### config.mk
export PLATFORM = sky130hd
export DESIGN_NAME = ram_sync_param
export DESIGN_NICKNAME = d
export VERILOG_FILES = /design/src/rtl/ram_sync_param.sv
export SDC_FILE = /design/constraint.sdc
export NUM_CORES = 2
export LEC_CHECK = 0
export BUFFER_PORTS_ARGS = -buffer_cell sky130_fd_sc_hd__buf_2
export CAP_MARGIN = 25
export CELL_PAD_IN_SITES_DETAIL_PLACEMENT = 2
export CELL_PAD_IN_SITES_GLOBAL_PLACEMENT = 2
export CORE_MARGIN = 2
export CORE_UTILIZATION = 40
export CTS_CLUSTER_DIAMETER = 200
export DETAILED_ROUTE_END_ITERATION = 10
export GPL_ROUTABILITY_DRIVEN = 1
export HOLD_SLACK_MARGIN = 0.03
export PLACE_DENSITY_LB_ADDON = 0.05
export SLEW_MARGIN = 15
export SYNTH_ARGS = -nofsm -noshare
export SYNTH_HDL_FRONTEND = slang
export SYNTH_SLANG_ARGS = --single-unit
### constraint.sdc
create_clock -name clk -period 8.2 [get_ports clk]
set_clock_uncertainty 0.1 [all_clocks]
set_input_delay 0 -clock clk [delete_from_list [all_inputs] [get_ports clk]]
set_output_delay 0 -clock clk [all_outputs]
set_load 0.01 [all_outputs]
### src/rtl/ram_sync_param.sv
// ram_sync_param: parametrised synchronous single-port RAM.
// - Writes are byte-masked.
// - Reads are registered with a one-cycle valid strobe.
// - A clear sequencer zeroes every word after reset or on request.
// - Requests are accepted only while ready is high (IDLE).
module ram_sync_param #(
  parameter int WIDTH      = 32,
  parameter int ADDR_WIDTH = 6
) (
  input  logic                  clk,
  input  logic                  reset_n,
  input  logic                  is_read,
  input  logic                  is_write,
  input  logic [ADDR_WIDTH-1:0] address,
  input  logic [WIDTH-1:0]      in,
  input  logic [WIDTH/8-1:0]    byte_en,
  input  logic                  clear,
  output logic                  ready,
  output logic [WIDTH-1:0]      out,
  output logic                  out_valid
);

  localparam int DEPTH    = 2 ** ADDR_WIDTH;
  localparam int BE_WIDTH = WIDTH / 8;

  typedef enum logic {
    ST_CLEAR = 1'b0,
    ST_IDLE  = 1'b1
  } state_t;

  state_t                  state_q;
  logic [ADDR_WIDTH-1:0]   cnt_q;
  logic                    ready_q;
  logic [WIDTH-1:0]        out_q;
  logic                    out_valid_q;
  logic [WIDTH-1:0]        mem_q [DEPTH];

  // A clear request in IDLE takes priority.
  // Any read or write presented in the same cycle is dropped.
  logic wr_en;
  assign wr_en = (state_q == ST_IDLE) && !clear && is_write;

  // Control FSM with registered ready/out/out_valid.
  // out is forced to zero whenever no read result is presented.
  always_ff @(posedge clk or negedge reset_n) begin
    if (!reset_n) begin
      state_q     <= ST_CLEAR;
      cnt_q       <= '0;
      ready_q     <= 1'b0;
      out_q       <= '0;
      out_valid_q <= 1'b0;
    end else begin
      out_q       <= '0;
      out_valid_q <= 1'b0;
      case (state_q)
        ST_CLEAR: begin
          // The counter wraps to zero after the last word,
          // so it is already primed for the next clear.
          cnt_q <= cnt_q + ADDR_WIDTH'(1);
          if (cnt_q == '1) begin
            state_q <= ST_IDLE;
            ready_q <= 1'b1;
          end
        end
        ST_IDLE: begin
          if (clear) begin
            state_q <= ST_CLEAR;
            cnt_q   <= '0;
            ready_q <= 1'b0;
          end else if (is_read) begin
            // This reads the word as it was before any write
            // on the same edge (read-first).
            out_q       <= mem_q[address];
            out_valid_q <= 1'b1;
          end
        end
      endcase
    end
  end

  // Storage array: the sequencer zero-fill or a byte-masked user write.
  // The array has no reset. While reset_n is low, the sequencer may
  // rewrite word 0; contents are undefined until the clear finishes.
  always_ff @(posedge clk) begin
    if (state_q == ST_CLEAR) begin
      mem_q[cnt_q] <= '0;
    end else if (wr_en) begin
      for (int b = 0; b < BE_WIDTH; b++) begin
        if (byte_en[b]) begin
          mem_q[address][8*b +: 8] <= in[8*b +: 8];
        end
      end
    end
  end

  assign ready     = ready_q;
  assign out       = out_q;
  assign out_valid = out_valid_q;

endmodule

Word-level counts from Yosys, hierarchy flattened. Memories as Yosys holds them, arrays and structs flattened. Cells that the tools add are included.

Add/subtract/negate cells: 1. Eq/ne operators: 3. Muxes and demuxes: 34. Bitwise gates (word level): 1. Reductions and logical operators: 5.

Operators by type and width (count): $mux W32 (4); $reduce_or A32 Y1 (1); $mux W1 (24); $mux W6 (2); $pmux W6 S2 (1); $add A6 B1 Y6 const B (1); $eq A6 B6 Y1 const B (1); $mux W4 (1); $ne A2 B2 Y1 const B (2); $pmux W1 S2 (2); $logic_and A1 B1 Y1 (2); $reduce_and A2 Y1 (1); $logic_not A1 Y1 (1); $not A1 Y1 (1).

Memories kept: 1. Output and inout bits: 34. Input port bits: 47. Logic and storage cells: 50. Bits in registers: 41. Bits in writable memories: 2048.

Memories: mem_q (depth 64, bits a word 32, read ports 1, clocked after Yosys merged registers in 0, wr ports 1, line 36) `logic [WIDTH-1:0] mem_q [DEPTH];`.

Longest topological paths before layout.
Depth in word-level cells: 8. Depth in mapped cells: 11. Mapped depth without buffers: 7.

Least setup slack after synthesis. OpenSTA, ideal clock, no wires.

Path kind: reg2reg. Start: reg state_q. End: mem mem_q[0][10] (data pin). Cell stages (with the launch flop): 10. Path buffers: 6. Data required time: 7.733 ns. Setup slack: 5.223 ns. Period minus slack after synthesis: 2.977 ns. Library setup time: 0.367 ns. Arrival: 2.510 ns. Cells stage by stage: dfrtp_1 buf_2 nor2b_1 clkbuf_1 and3_1 buf_6 buf_6 buf_2 clkbuf_1 and2_1.

Cells in the longest elaborated chain, start to end: 7. Elaborated cells between the ends (all ways): 16. Those cells by class: 13 x mux; 3 x reduce/logical.

Ends and longest elaborated chain: start: declaration (line 31) `state_t state_q;`; start signal: assignment (line 47) `state_q <= ST_CLEAR;`; start signal: assignment (line 61) `state_q <= ST_IDLE;`; start signal: assignment (line 67) `state_q <= ST_CLEAR;`; $logic_and A1 B1 Y1 (2 in a row) (line 41) `assign wr_en = (state_q == ST_IDLE) && !clear && is_write;`; $mux W1 (line 87) `end else if (wr_en) begin`; $mux W1 (line 85) `if (state_q == ST_CLEAR) begin`; $mux W1 (implied by the code) (line 90) `mem_q[address][8*b +: 8] <= in[8*b +: 8];`; $reduce_or A32 Y1 (no source line) (*); $mux W32 (no source line) (*); end: declaration (line 36).

Every way passes the cells marked *; elsewhere a longest branch is shown, timed or not.

Worst setup path after layout.
Start: reg state_q. End: mem mem_q[31][30], enable pin.

Cells in the longest elaborated chain, start to end: 7. Elaborated cells between the ends (all ways): 18. Those cells by class: 15 x mux; 3 x reduce/logical.

Ends and longest elaborated chain (line): $logic_and A1 B1 Y1 (2 in a row) (41); $mux W1 (87); $mux W1 (85); $mux W1 (implied by the code) (90); $reduce_or A32 Y1 (no source line); $mux W6 (no source line) or $mux W4 (tied branches).

Parallel ways exist; a longest one is shown, timed or not.

==> flow_summary_export.csv <==
group,metric,value,unit
finish,mostFrequentLayoutCells,"2048 x edfxtp_1, 551 x mux4_2, 224 x clkbuf_16",
setup_path,cp_max_fo,39,
setup_path,slowest_delay,800,ps
synth,synth.top_cell.area_share,75.70,%
finish,layout-drive-gt1-share,28.97,%
timing,finalCritPeriodShare,59.85,%
placement,dpl.cell_count,6306,
floorplan,rows,165,
timing,worst_pin_slew,1079,ps
routing,drt_iter0_markers,4055,
routing,drt-pass1-iter-count,5,
timing,finalCriticalPeriod,4908,ps
finish,finalInstanceArea,92630,um2
routing,routedWlPerCell,36.13,um
synth,syn_area,81240,um2
floorplan,ios,81,
synth,synth_fp_nets,3737,
timing,tns,0,ps
power_and_ir_drop,p_leak,27.83,nW
finish,area_delta_synth_final,14.02,%
synth,synth_edf_count,2048,
setup_path,timing.critical_path.buf_inv,3,
synth,synth_warnings,0,
routing,routed_wirelength,245.4,mm
synth,async_reset_ff_share,1.963,%
placement,place_hpwl,149.6,mm
timing,maxSlewViolCount,0,
cts,cts_root_buffer,"clkbuf_16",
setup_path,end_kind,"flop",
worst_hold_path,hp-class,"in -> reg",
floorplan,die-area,206700,um2
finish,stdcell_count,6791,
cts,cts_tree,"yes",
outcome,outcome,"complete, no violations",
setup_path,path_class,"reg -> reg",
grt,grt_pass1_vias,42290,
setup_path,crit_path_start_kind,"flop",
synth,synth_area_leaders,"edfxtp_1 76%, mux4_2 15%, mux2i_1 1.6%",
cts,clk_latency,850,ps
finish,layout_commonest_cell,"edfxtp_1",
cts,cts_buffers,221,
grt,gr-total-overflow,0,
routing,drtAntennaViolNets,0,
timing,finalSetupViolCount,0,
timing,rsz0062_at_grt,"false",
placement,port_buffers,80,
synth,yosys_register_bits,2089,
routing,viasPerCell,5.794,
floorplan,die_w,454.7,um
synth,synth_cells,3689,
timing,hold_violations,0,
finish,fin_util,45.83,%
floorplan,core,202100,um2
synth,synth.largest_area_cell,"edfxtp_1",
job,maxCapViolCount,0,
setup_path,arrival,5400,ps
cts,cts_resized,0,
setup_path,crit_path_cell_trace,"nor2b_1, and3_4, buf_16, nor2_1, a31oi_4, buf_4, nor3_1, clkbuf_2",
setup_path,path_delay_family,"simple AND/OR/NAND/NOR gates",
placement,place_congestion,0.8008,
cts,cts_sinks,2089,
routing,drc,0,
grt,grt_pass1_wl,348.1,mm
routing,route.vias.total,39350,
timing,fmax,203.8,MHz
finish,fin_nets,3979,
synth,avgSynthCellArea,22.02,um2
floorplan,start_util,40.20,%
grt,antenna_found_initial,13,
synth,seq_area_frac_synth,76.96,%
finish,fillers,17750,
grt,grt_use_total,24.04,%
setup_path,regToRegSetupSlack,3290,ps
timing,slew-limit-headroom,28.04,%
cts,cts.htree.levels,4,
cts,cts_buffer_depth,3,
power_and_ir_drop,peakVddDrop,0.1910,mV
synth,yosysUniqueCellTypes,56,
placement,place_area,84950,um2
setup_path,required,8690,ps
setup_path,slowest_stage,"buf_4",
power_and_ir_drop,pwr_density_cell,271.0,nW/um2
synth,synth-main-ff-cell,"edfxtp_1",
cts,clk_pin_slew,60,ps
grt,grt_max_degree,143,
cts,postCtsSetupBuffers,0,
floorplan,fp.dieH,454.7,um
==> cells by family after synthesis <==
family	share of synthesized area, %
compound gates	1.617
mux	17.17
fa+ha+maj	0.01540
flops	76.96
simple gates	2.591
buf+inv	1.625
xor+xnor	0.02157
==> Yosys cell counts (2+ instances only) <==
library cell,n
nand3_1,15
and3_1,4
a21oi_1,26
nor4bb_1,2
buf_4,30
a221oi_1,13
nor2_1,192
inv_1,7
mux2i_1,131
a31oi_1,12
o211ai_1,4
o22ai_1,9
a32oi_1,2
or2_2,10
nand2b_1,4
o2111ai_1,2
buf_1,24
or2_0,5
dfrtp_1,41
nor3_1,108
nand2_1,52
mux2_2,20
o32ai_1,3
a211oi_1,9
mux4_2,551
buf_6,15
edfxtp_1,2048
nor4b_1,3
a22o_1,3
nand2b_4,2
buf_2,107
nor4_1,4
a22oi_1,75
a311oi_1,4
and2_1,38
nor2b_1,9
clkbuf_1,72
o21ai_0,15
==> state kept, by name, summed over array words and instances (netlist names) <==
name	cells
mem_q	2048
out	32
state_q	1
cnt_q	6
out_valid	1
ready	1
==> through the flow <==
step | power [W] | hold WS, ps | setup WS (ps)
after floorplan | 0.01421 | -395.6 | 5223
after global placement | 0.01548 | 78.52 | 3344
after detailed placement | 0.01562 | 87.67 | 3289
after CTS | 0.02533 | 131.5 | 3262
after global routing | 0.02584 | 166.8 | 3065
final | 0.02510 | 200.2 | 3292
==> layer usage <==
metal / global-route usage [%] / part of all wire [%] / up-vias
met2: 39.24 / 49 / 1058
met3: 3.751 / 4.7 / 262
met1: 34.30 / 44 / 22010
met4: 5.148 / 1.9 / 2
met5: 0 / 0.0077 / -
li1: - / - / 16010
==> power breakdown <==
part	switching [W]	leakage (nW)	total, W	internal [W]
Clock	0.00419	3.38	0.00968	0.00550
Sequential	0.000273	17.9	0.0127	0.0125
Combinational	0.00190	6.52	0.00269	0.000789
==> final cells by class <==
| class | instances | area, um2 | share of cell area [%] |
|---|---|---|---|
| Tap cell | 2672 | 3343 | 3.609 |
| Sequential cell | 2089 | 62530 | 67.50 |
| Timing Repair Buffer | 267 | 1982 | 2.140 |
| Clock buffer | 303 | 6032 | 6.512 |
| Inverter | 8 | 30.03 | 0.03242 |
| Multi-Input combinational cell | 1344 | 17840 | 19.25 |
| Antenna cell | 1 | 2.502 | 0.002701 |
| Clock inverter | 107 | 882.1 | 0.9523 |
==> worst paths after layout <==
path | startpoint | end | depth (start not counted)
max reg2reg | state_q | mem_q[31][30] | 8
max | state_q | mem_q[31][30] | 8
min in group asynchronous | reset_n | out[18] | 4
min reg2reg | ready | ready | 2
min | byte_en[0] | mem_q[10][1] | 5
max in group asynchronous | reset_n | out[13] | 4
==> repair_timing <==
| action | 4_1_cts | 5_1_grt |
|---|---|---|
| endpoints found under the hold margin | 2115 | 0 |
| hold buffers | 42 | 0 |
| endpoints found under the setup margin | 0 | 0 |
==> tightest hold or removal path, cell delays in order <==
cell      delay [ps]
buf_2            160
nand2_1           90
nand2_1          210
nand2b_4         250
nor2_1           200
Power figures use the tool's default switching activity.
